`src/rtl/systolic_feed_ctrl.sv`:
```
// systolic_feed_ctrl
//   Sequences one operand-streaming job into a systolic array through its
//   skew buffer. A job has four steps: clear the accumulators, read k operand
//   vectors from the buffer (honouring stall), push 2*N_SIZE-1 zero beats so
//   the skewed data drains out of the array, and pulse done.
//
// Ports
//   clk       in   clock, rising edge
//   rst_n     in   synchronous active-low reset
//   start     in   launch request, only looked at in IDLE
//   abort     in   cancel the running job, return to IDLE
//   cfg_base  in   first operand address (latched at launch)
//   cfg_k     in   number of operand vectors (latched at launch)
//   stall     in   operand buffer not ready, holds read issue in FEED
//   rd_en     out  operand buffer read strobe
//   rd_addr   out  operand buffer read address
//   sa_valid  out  skew buffer valid_in (one cycle after the issue slot)
//   sa_zero   out  skew buffer zero select (flush beat)
//   sa_clear  out  one-cycle accumulator clear
//   busy      out  job in progress
//   done      out  one-cycle completion pulse
//
// state | meaning
// IDLE  | waiting for start
// CLEAR | accumulator clear pulse, choose FEED or DONE
// FEED  | issuing operand reads, one per unstalled cycle
// DRAIN | issuing zero beats to flush the skew pipeline
// DONE  | completion pulse, aligned with the last zero beat on sa_valid

module systolic_feed_ctrl #(
  parameter int N_SIZE = 4,
  parameter int ADDR_W = 8,
  parameter int K_W    = 8
) (
  input  logic              clk,
  input  logic              rst_n,
  input  logic              start,
  input  logic              abort,
  input  logic [ADDR_W-1:0] cfg_base,
  input  logic [K_W-1:0]    cfg_k,
  input  logic              stall,
  output logic              rd_en,
  output logic [ADDR_W-1:0] rd_addr,
  output logic              sa_valid,
  output logic              sa_zero,
  output logic              sa_clear,
  output logic              busy,
  output logic              done
);

  localparam int DRAIN_LEN = 2 * N_SIZE - 1;
  localparam int DW        = $clog2(DRAIN_LEN + 1);
  localparam logic [DW-1:0] DRAIN_LAST = DW'(DRAIN_LEN - 1);

  typedef enum logic [2:0] {
    IDLE  = 3'd0,
    CLEAR = 3'd1,
    FEED  = 3'd2,
    DRAIN = 3'd3,
    DONE  = 3'd4
  } state_t;

  state_t            state_q, state_d;
  logic [ADDR_W-1:0] base_q, base_d;
  logic [K_W-1:0]    k_q, k_d;
  logic [K_W-1:0]    issued_q, issued_d;
  logic [DW-1:0]     drain_q, drain_d;
  logic              valid_q, zero_q;
  logic              issue, issue_zero;
  logic              kill;

  // abort only acts on a running job; in IDLE it is a don't-care
  assign kill = abort && (state_q != IDLE);

  always_comb begin
    state_d    = state_q;
    base_d     = base_q;
    k_d        = k_q;
    issued_d   = issued_q;
    drain_d    = drain_q;
    rd_en      = 1'b0;
    rd_addr    = '0;
    sa_clear   = 1'b0;
    done       = 1'b0;
    issue      = 1'b0;
    issue_zero = 1'b0;
    busy       = (state_q != IDLE);

    case (state_q)
      IDLE: begin
        if (start) begin
          state_d  = CLEAR;
          base_d   = cfg_base;
          k_d      = cfg_k;
          issued_d = '0;
        end
      end
      CLEAR: begin
        sa_clear = 1'b1;
        issued_d = '0;
        state_d  = (k_q == '0) ? DONE : FEED;
      end
      FEED: begin
        // address wraps naturally at 2^ADDR_W
        rd_addr = base_q + ADDR_W'(issued_q);
        rd_en   = !stall;
        issue   = !stall;
        if (!stall) begin
          if (issued_q == k_q - K_W'(1)) begin
            state_d = DRAIN;
            drain_d = DRAIN_LAST;
          end else begin
            issued_d = issued_q + K_W'(1);
          end
        end
      end
      DRAIN: begin
        issue      = 1'b1;
        issue_zero = 1'b1;
        if (drain_q == '0) state_d = DONE;
        else               drain_d = drain_q - DW'(1);
      end
      DONE: begin
        done    = 1'b1;
        state_d = IDLE;
      end
      default: state_d = IDLE;
    endcase

    if (kill) begin
      state_d    = IDLE;
      rd_en      = 1'b0;
      issue      = 1'b0;
      issue_zero = 1'b0;
      done       = 1'b0;
    end
  end

  // The registered beat is also masked in the abort cycle itself so the
  // array never sees a beat belonging to a cancelled job.
  assign sa_valid = valid_q && !kill;
  assign sa_zero  = zero_q && !kill;

  always_ff @(posedge clk) begin
    if (!rst_n) begin
      state_q  <= IDLE;
      base_q   <= '0;
      k_q      <= '0;
      issued_q <= '0;
      drain_q  <= '0;
      valid_q  <= 1'b0;
      zero_q   <= 1'b0;
    end else begin
      state_q  <= state_d;
      base_q   <= base_d;
      k_q      <= k_d;
      issued_q <= issued_d;
      drain_q  <= drain_d;
      valid_q  <= issue;
      zero_q   <= issue_zero;
    end
  end

endmodule
```
`config.mk`:
```
export PLATFORM = sky130hd
export DESIGN_NAME = systolic_feed_ctrl
export DESIGN_NICKNAME = d
export VERILOG_FILES = /design/src/rtl/systolic_feed_ctrl.sv
export SDC_FILE = /design/constraint.sdc
export NUM_CORES = 1
export LEC_CHECK = 0
export CAP_MARGIN = 10
export CORE_MARGIN = 1.5
export CORE_UTILIZATION = 30
export CTS_BUF_LIST = sky130_fd_sc_hd__clkbuf_2 sky130_fd_sc_hd__clkbuf_4 sky130_fd_sc_hd__clkbuf_8
export DETAILED_ROUTE_END_ITERATION = 8
export PLACE_DENSITY = 0.57
export SLEW_MARGIN = 10
export SYNTH_ARGS = -nofsm -noshare
export SYNTH_HDL_FRONTEND = slang
export SYNTH_SLANG_ARGS = --single-unit
```
`constraint.sdc`:
```
create_clock -name clk -period 3.2 [get_ports clk]
set_clock_uncertainty 0.2 [all_clocks]
set_input_delay 0.64 -clock clk [delete_from_list [all_inputs] [get_ports clk]]
set_output_delay 0.64 -clock clk [all_outputs]
set_load 0.1 [all_outputs]
```
==> impl_metrics.prom <==
# TYPE chip_impl_metric gauge
chip_impl_info{name="critical_path.top_delay_family",value="compound AO/OA/AOI/OAI gates"} 1
chip_impl_metric{name="yosys_register_bits",unit=""} 32
chip_impl_metric{name="worst_slew_margin_rel",unit="%"} 54.5
chip_impl_metric{name="asyncSetResetFlopFracSynth",unit="%"} 0
chip_impl_info{name="slowest_stage",value="sky130_fd_sc_hd__o41a_1"} 1
chip_impl_metric{name="detailed_route_drc_error_count",unit=""} 2
chip_impl_metric{name="tritoncts.num_buffers",unit=""} 5
chip_impl_metric{name="post-route-period-util",unit="%"} 99.7
chip_impl_metric{name="post-route-min-period",unit="ps"} 3190
chip_impl_metric{name="boundaryPins",unit=""} 35
chip_impl_info{name="worst_hold_path_type",value="flip-flop to flip-flop"} 1
chip_impl_metric{name="num-nets-final",unit=""} 336
chip_impl_info{name="rsz0062_at_grt",value="true"} 1
chip_impl_metric{name="postSynthCellCount",unit=""} 267
chip_impl_metric{name="cp.arrival",unit="ps"} 2350
chip_impl_metric{name="layout-area-overhead-vs-synth",unit="%"} 35.2
chip_impl_metric{name="cts_max_path_buffers",unit=""} 2
chip_impl_metric{name="core-area",unit="mm2"} 0.00642
chip_impl_metric{name="r2r_cells",unit=""} 9
chip_impl_metric{name="grt_start_max_net_pins",unit=""} 20
chip_impl_metric{name="final_max_slew_viol_count",unit=""} 0
chip_impl_metric{name="drive_above_1_share",unit="%"} 16.9
chip_impl_metric{name="synth.top_cell.area_share",unit="%"} 31.6
chip_impl_info{name="synth_top_cells_by_count",value="48 x sky130_fd_sc_hd__nand2_1, 32 x sky130_fd_sc_hd__dfxtp_1, 27 x sky130_fd_sc_hd__a21oi_1, 27 x sky130_fd_sc_hd__nor2_1"} 1
chip_impl_metric{name="drt-wirelength-per-cell",unit="um"} 13.4
chip_impl_metric{name="yosysUniqueCellTypes",unit=""} 47
chip_impl_info{name="synthTopCellsByArea",value="sky130_fd_sc_hd__dfxtp_1 32%, sky130_fd_sc_hd__nand2_1 8.9%, sky130_fd_sc_hd__ha_1 7.4%, sky130_fd_sc_hd__a21oi_1 6.7%, sky130_fd_sc_hd__nor2_1 5.0%"} 1
chip_impl_metric{name="worstSkewPairLatency",unit="ps"} 290
chip_impl_metric{name="drv_cap",unit=""} 0
chip_impl_info{name="synth_largest_area_cell",value="sky130_fd_sc_hd__dfxtp_1"} 1
chip_impl_metric{name="placement.io_buffers",unit=""} 34
chip_impl_metric{name="first_pass_iters",unit=""} 6
chip_impl_info{name="critical_path.endpoint_type",value="primary output"} 1
chip_impl_metric{name="timing.critical_path.fanout_max",unit=""} 3
chip_impl_metric{name="via_per_inst",unit=""} 5.10
chip_impl_metric{name="design.die.area",unit="mm2"} 0.00725
chip_impl_metric{name="synth.net_count",unit=""} 301
chip_impl_metric{name="final-setup-viol-count",unit=""} 0
chip_impl_metric{name="grt_overflow_total",unit=""} 0
chip_impl_info{name="failed_checks",value="design-rule violations"} 1
chip_impl_info{name="critical_path_class",value="flip-flop to primary output"} 1
chip_impl_info{name="crit_path_start_kind",value="flip-flop"} 1
chip_impl_metric{name="clock_tree.htree_level_count",unit=""} 2
chip_impl_metric{name="die_boundary_height",unit="um"} 85.2
chip_impl_metric{name="drt_wl_total",unit="mm"} 5.09
chip_impl_metric{name="post_route_core_utilization",unit="%"} 42.6
chip_impl_info{name="most_used_standard_cell_by_instance_count_after_synthesis",value="sky130_fd_sc_hd__nand2_1"} 1
chip_impl_metric{name="width_of_the_die",unit="um"} 85.2
chip_impl_metric{name="grt_first_pass_wirelength",unit="mm"} 8.79
chip_impl_metric{name="dr.first_iter.drc_count",unit=""} 87
chip_impl_metric{name="initial_utilization",unit="%"} 31.5
chip_impl_metric{name="rows",unit=""} 29
chip_impl_metric{name="place_area",unit="mm2"} 0.00256
chip_impl_metric{name="cts.clk_slew.worst_paths",unit="ps"} 70
chip_impl_metric{name="worst_slew_pin_slew",unit="ps"} 683
chip_impl_info{name="crit_path_cell_trace",value="ha_4, a21o_1, a21oi_2, nor2b_2, o21a_1, o41a_1, xnor2_2, nor2_4, buf_12"} 1
chip_impl_metric{name="timing.critical_path.required",unit="ps"} 2360
chip_impl_metric{name="synth_sequential_area_ratio",unit="%"} 31.6
chip_impl_metric{name="critPathMaxStageDelay",unit="ps"} 410
chip_impl_metric{name="reg2reg_slack",unit="ps"} 540
chip_impl_metric{name="postRouteAntennaNets",unit=""} 0
chip_impl_info{name="worst_hold_startpoint",value="drain_q[1]"} 1
chip_impl_info{name="outcome",value="finished, violations left"} 1
chip_impl_metric{name="total_half_perimeter_wirelength_after_legalization_and_detailed_placement",unit="mm"} 3.66
chip_impl_metric{name="synthesis.area",unit="mm2"} 0.00203
chip_impl_metric{name="final_hold_viol_count",unit=""} 0
chip_impl_info{name="cts.root.buffer_cell",value="sky130_fd_sc_hd__clkbuf_8"} 1
chip_impl_metric{name="finalPower",unit="mW"} 1.22
chip_impl_metric{name="syn_avg_cell_area",unit="um2"} 7.59
chip_impl_metric{name="grt_use_total",unit="%"} 15.2
chip_impl_metric{name="dr_total_vias",unit=""} 1934
chip_impl_info{name="reg2reg_from",value="k_q[0]"} 1
chip_impl_metric{name="power.leakage",unit="nW"} 1.10
chip_impl_metric{name="cts.hold.buffers_added",unit=""} 0
chip_impl_metric{name="timing.critical_path.buf_inv",unit=""} 1
chip_impl_metric{name="yosysWarnings",unit=""} 0
chip_impl_metric{name="min_delay_path_depth",unit=""} 2
chip_impl_metric{name="worst_ir_drop_vdd",unit="mV"} 0.154
chip_impl_metric{name="power.density",unit="mW/mm2"} 444
chip_impl_metric{name="clkSinkCount",unit=""} 32
chip_impl_info{name="cts_tree",value="done"} 1
chip_impl_info{name="startpoint",value="base_q[1]"} 1
chip_impl_metric{name="antenna_cells_inserted",unit=""} 0
chip_impl_metric{name="stdcell_area",unit="mm2"} 0.00274
chip_impl_metric{name="timing.critical_path.depth",unit=""} 9
chip_impl_metric{name="gp_congestion",unit=""} 0.809
chip_impl_info{name="yosys_most_used_dff",value="sky130_fd_sc_hd__dfxtp_1"} 1
chip_impl_metric{name="timing.fmax",unit="GHz"} 0.313
chip_impl_metric{name="synth_edf_count",unit=""} 0
chip_impl_metric{name="first_global_vias",unit=""} 1911
chip_impl_metric{name="grt_antenna_before_repair",unit=""} 0
-- through the flow --
stage               setup TNS (ps)  setup slack (ps)  std cells  hold slack (ps)
finish                           0              10.0        379              265
CTS                              0              7.83        377              268
floorplan                        0              27.2        267              238
global placement                 0               193        368              249
global route                  -113             -92.6        379              285
detailed placement               0               154        368              258
-- worst reg2reg max path, stage by stage (launching register included) --
cell                       delay (ps)
sky130_fd_sc_hd__dfxtp_1          450
sky130_fd_sc_hd__inv_1            100
sky130_fd_sc_hd__ha_1             300
sky130_fd_sc_hd__o21ba_1          200
sky130_fd_sc_hd__a221oi_1         290
sky130_fd_sc_hd__a41oi_1           80
sky130_fd_sc_hd__nor3_1           300
sky130_fd_sc_hd__and3_1           390
sky130_fd_sc_hd__or3_1            160
sky130_fd_sc_hd__a21oi_1           60
-- metal layers --
layer | up-vias | share of wire [%] | global-route usage, %
met3 | 13 | 4.1 | 2.63
met5 | - | 0 | 0
met4 | 0 | 2.7 | 7.15
met1 | 888 | 48 | 19.7
li1 | 984 | - | -
met2 | 49 | 45 | 24.4
-- kinds of logic (layout without fill, tap and decap cells) --
family | Yosys count | in the layout | synth area share, %
adders and majority gates | 13 | 13 | 8.40
xor gates and xnor gates | 18 | 18 | 8.15
AOI/OAI and AO/OA | 58 | 58 | 18.2
buffers and inverters | 24 | 59 | 4.82
muxes | 2 | 2 | 0.988
and+or+nand+nor | 120 | 120 | 27.9
DFF | 32 | 32 | 31.6
-- cell usage in the layout (no fill, tap or decap), types with 2 or more instances in the layout --
master	instances
sky130_fd_sc_hd__a21o_1	5
sky130_fd_sc_hd__a21oi_1	25
sky130_fd_sc_hd__a21oi_2	2
sky130_fd_sc_hd__a221oi_1	2
sky130_fd_sc_hd__a31oi_1	3
sky130_fd_sc_hd__and2_1	3
sky130_fd_sc_hd__and3_1	4
sky130_fd_sc_hd__buf_12	11
sky130_fd_sc_hd__buf_4	10
sky130_fd_sc_hd__clkbuf_8	5
sky130_fd_sc_hd__clkdlybuf4s50_1	20
sky130_fd_sc_hd__dfxtp_1	28
sky130_fd_sc_hd__dfxtp_4	3
sky130_fd_sc_hd__ha_1	10
sky130_fd_sc_hd__ha_4	2
sky130_fd_sc_hd__inv_1	11
sky130_fd_sc_hd__mux2i_1	2
sky130_fd_sc_hd__nand2_1	48
sky130_fd_sc_hd__nand2b_1	3
sky130_fd_sc_hd__nand3_1	7
sky130_fd_sc_hd__nor2_1	23
sky130_fd_sc_hd__nor2_2	2
sky130_fd_sc_hd__nor2_4	2
sky130_fd_sc_hd__nor2b_1	2
sky130_fd_sc_hd__nor3_1	9
sky130_fd_sc_hd__o211ai_1	5
sky130_fd_sc_hd__o21a_1	2
sky130_fd_sc_hd__o21ai_1	3
sky130_fd_sc_hd__o21bai_1	2
sky130_fd_sc_hd__o31ai_1	2
sky130_fd_sc_hd__or3_1	3
sky130_fd_sc_hd__xnor2_1	7
sky130_fd_sc_hd__xor2_1	8
sky130_fd_sc_hd__xor2_2	2
-- power breakdown --
group | switching (mW) | internal [mW] | total [mW]
clock network | 0.151 | 0.156 | 0.307
logic | 0.279 | 0.161 | 0.440
registers | 0.0400 | 0.430 | 0.470
-- state kept, by name, summed over array words and instances (netlist names) --
signal    flops
base_q        8
drain_q       3
issued_q      8
k_q           8
state_q       3
valid_q       1
zero_q        1
-- area by class of cell --
cell class | instances | area (um2)
inverters | 11 | 41.3
multi-input cells | 211 | 1370
clock buffers | 6 | 76.3
flip-flops and latches | 32 | 653
well taps | 77 | 96.3
fillers | 658 | 3680
clock inverters | 1 | 5.00
repair buffers | 41 | 495
-- final timing paths --
| check | end |
|---|---|
| worst min-delay path | drain_q[1] |
| worst max-delay path | rd_addr[7] |
| worst max register to register | issued_q[4] |
| worst min register to register | drain_q[1] |
-- timing repair --
item | CTS | global route
setup buffers | 2 | 2
pin swaps | 2 | 10
endpoints found under the setup margin | 2 | 2
gates resized for setup | 12 | 4
Note: power is estimated with default switching activity, not from simulation.
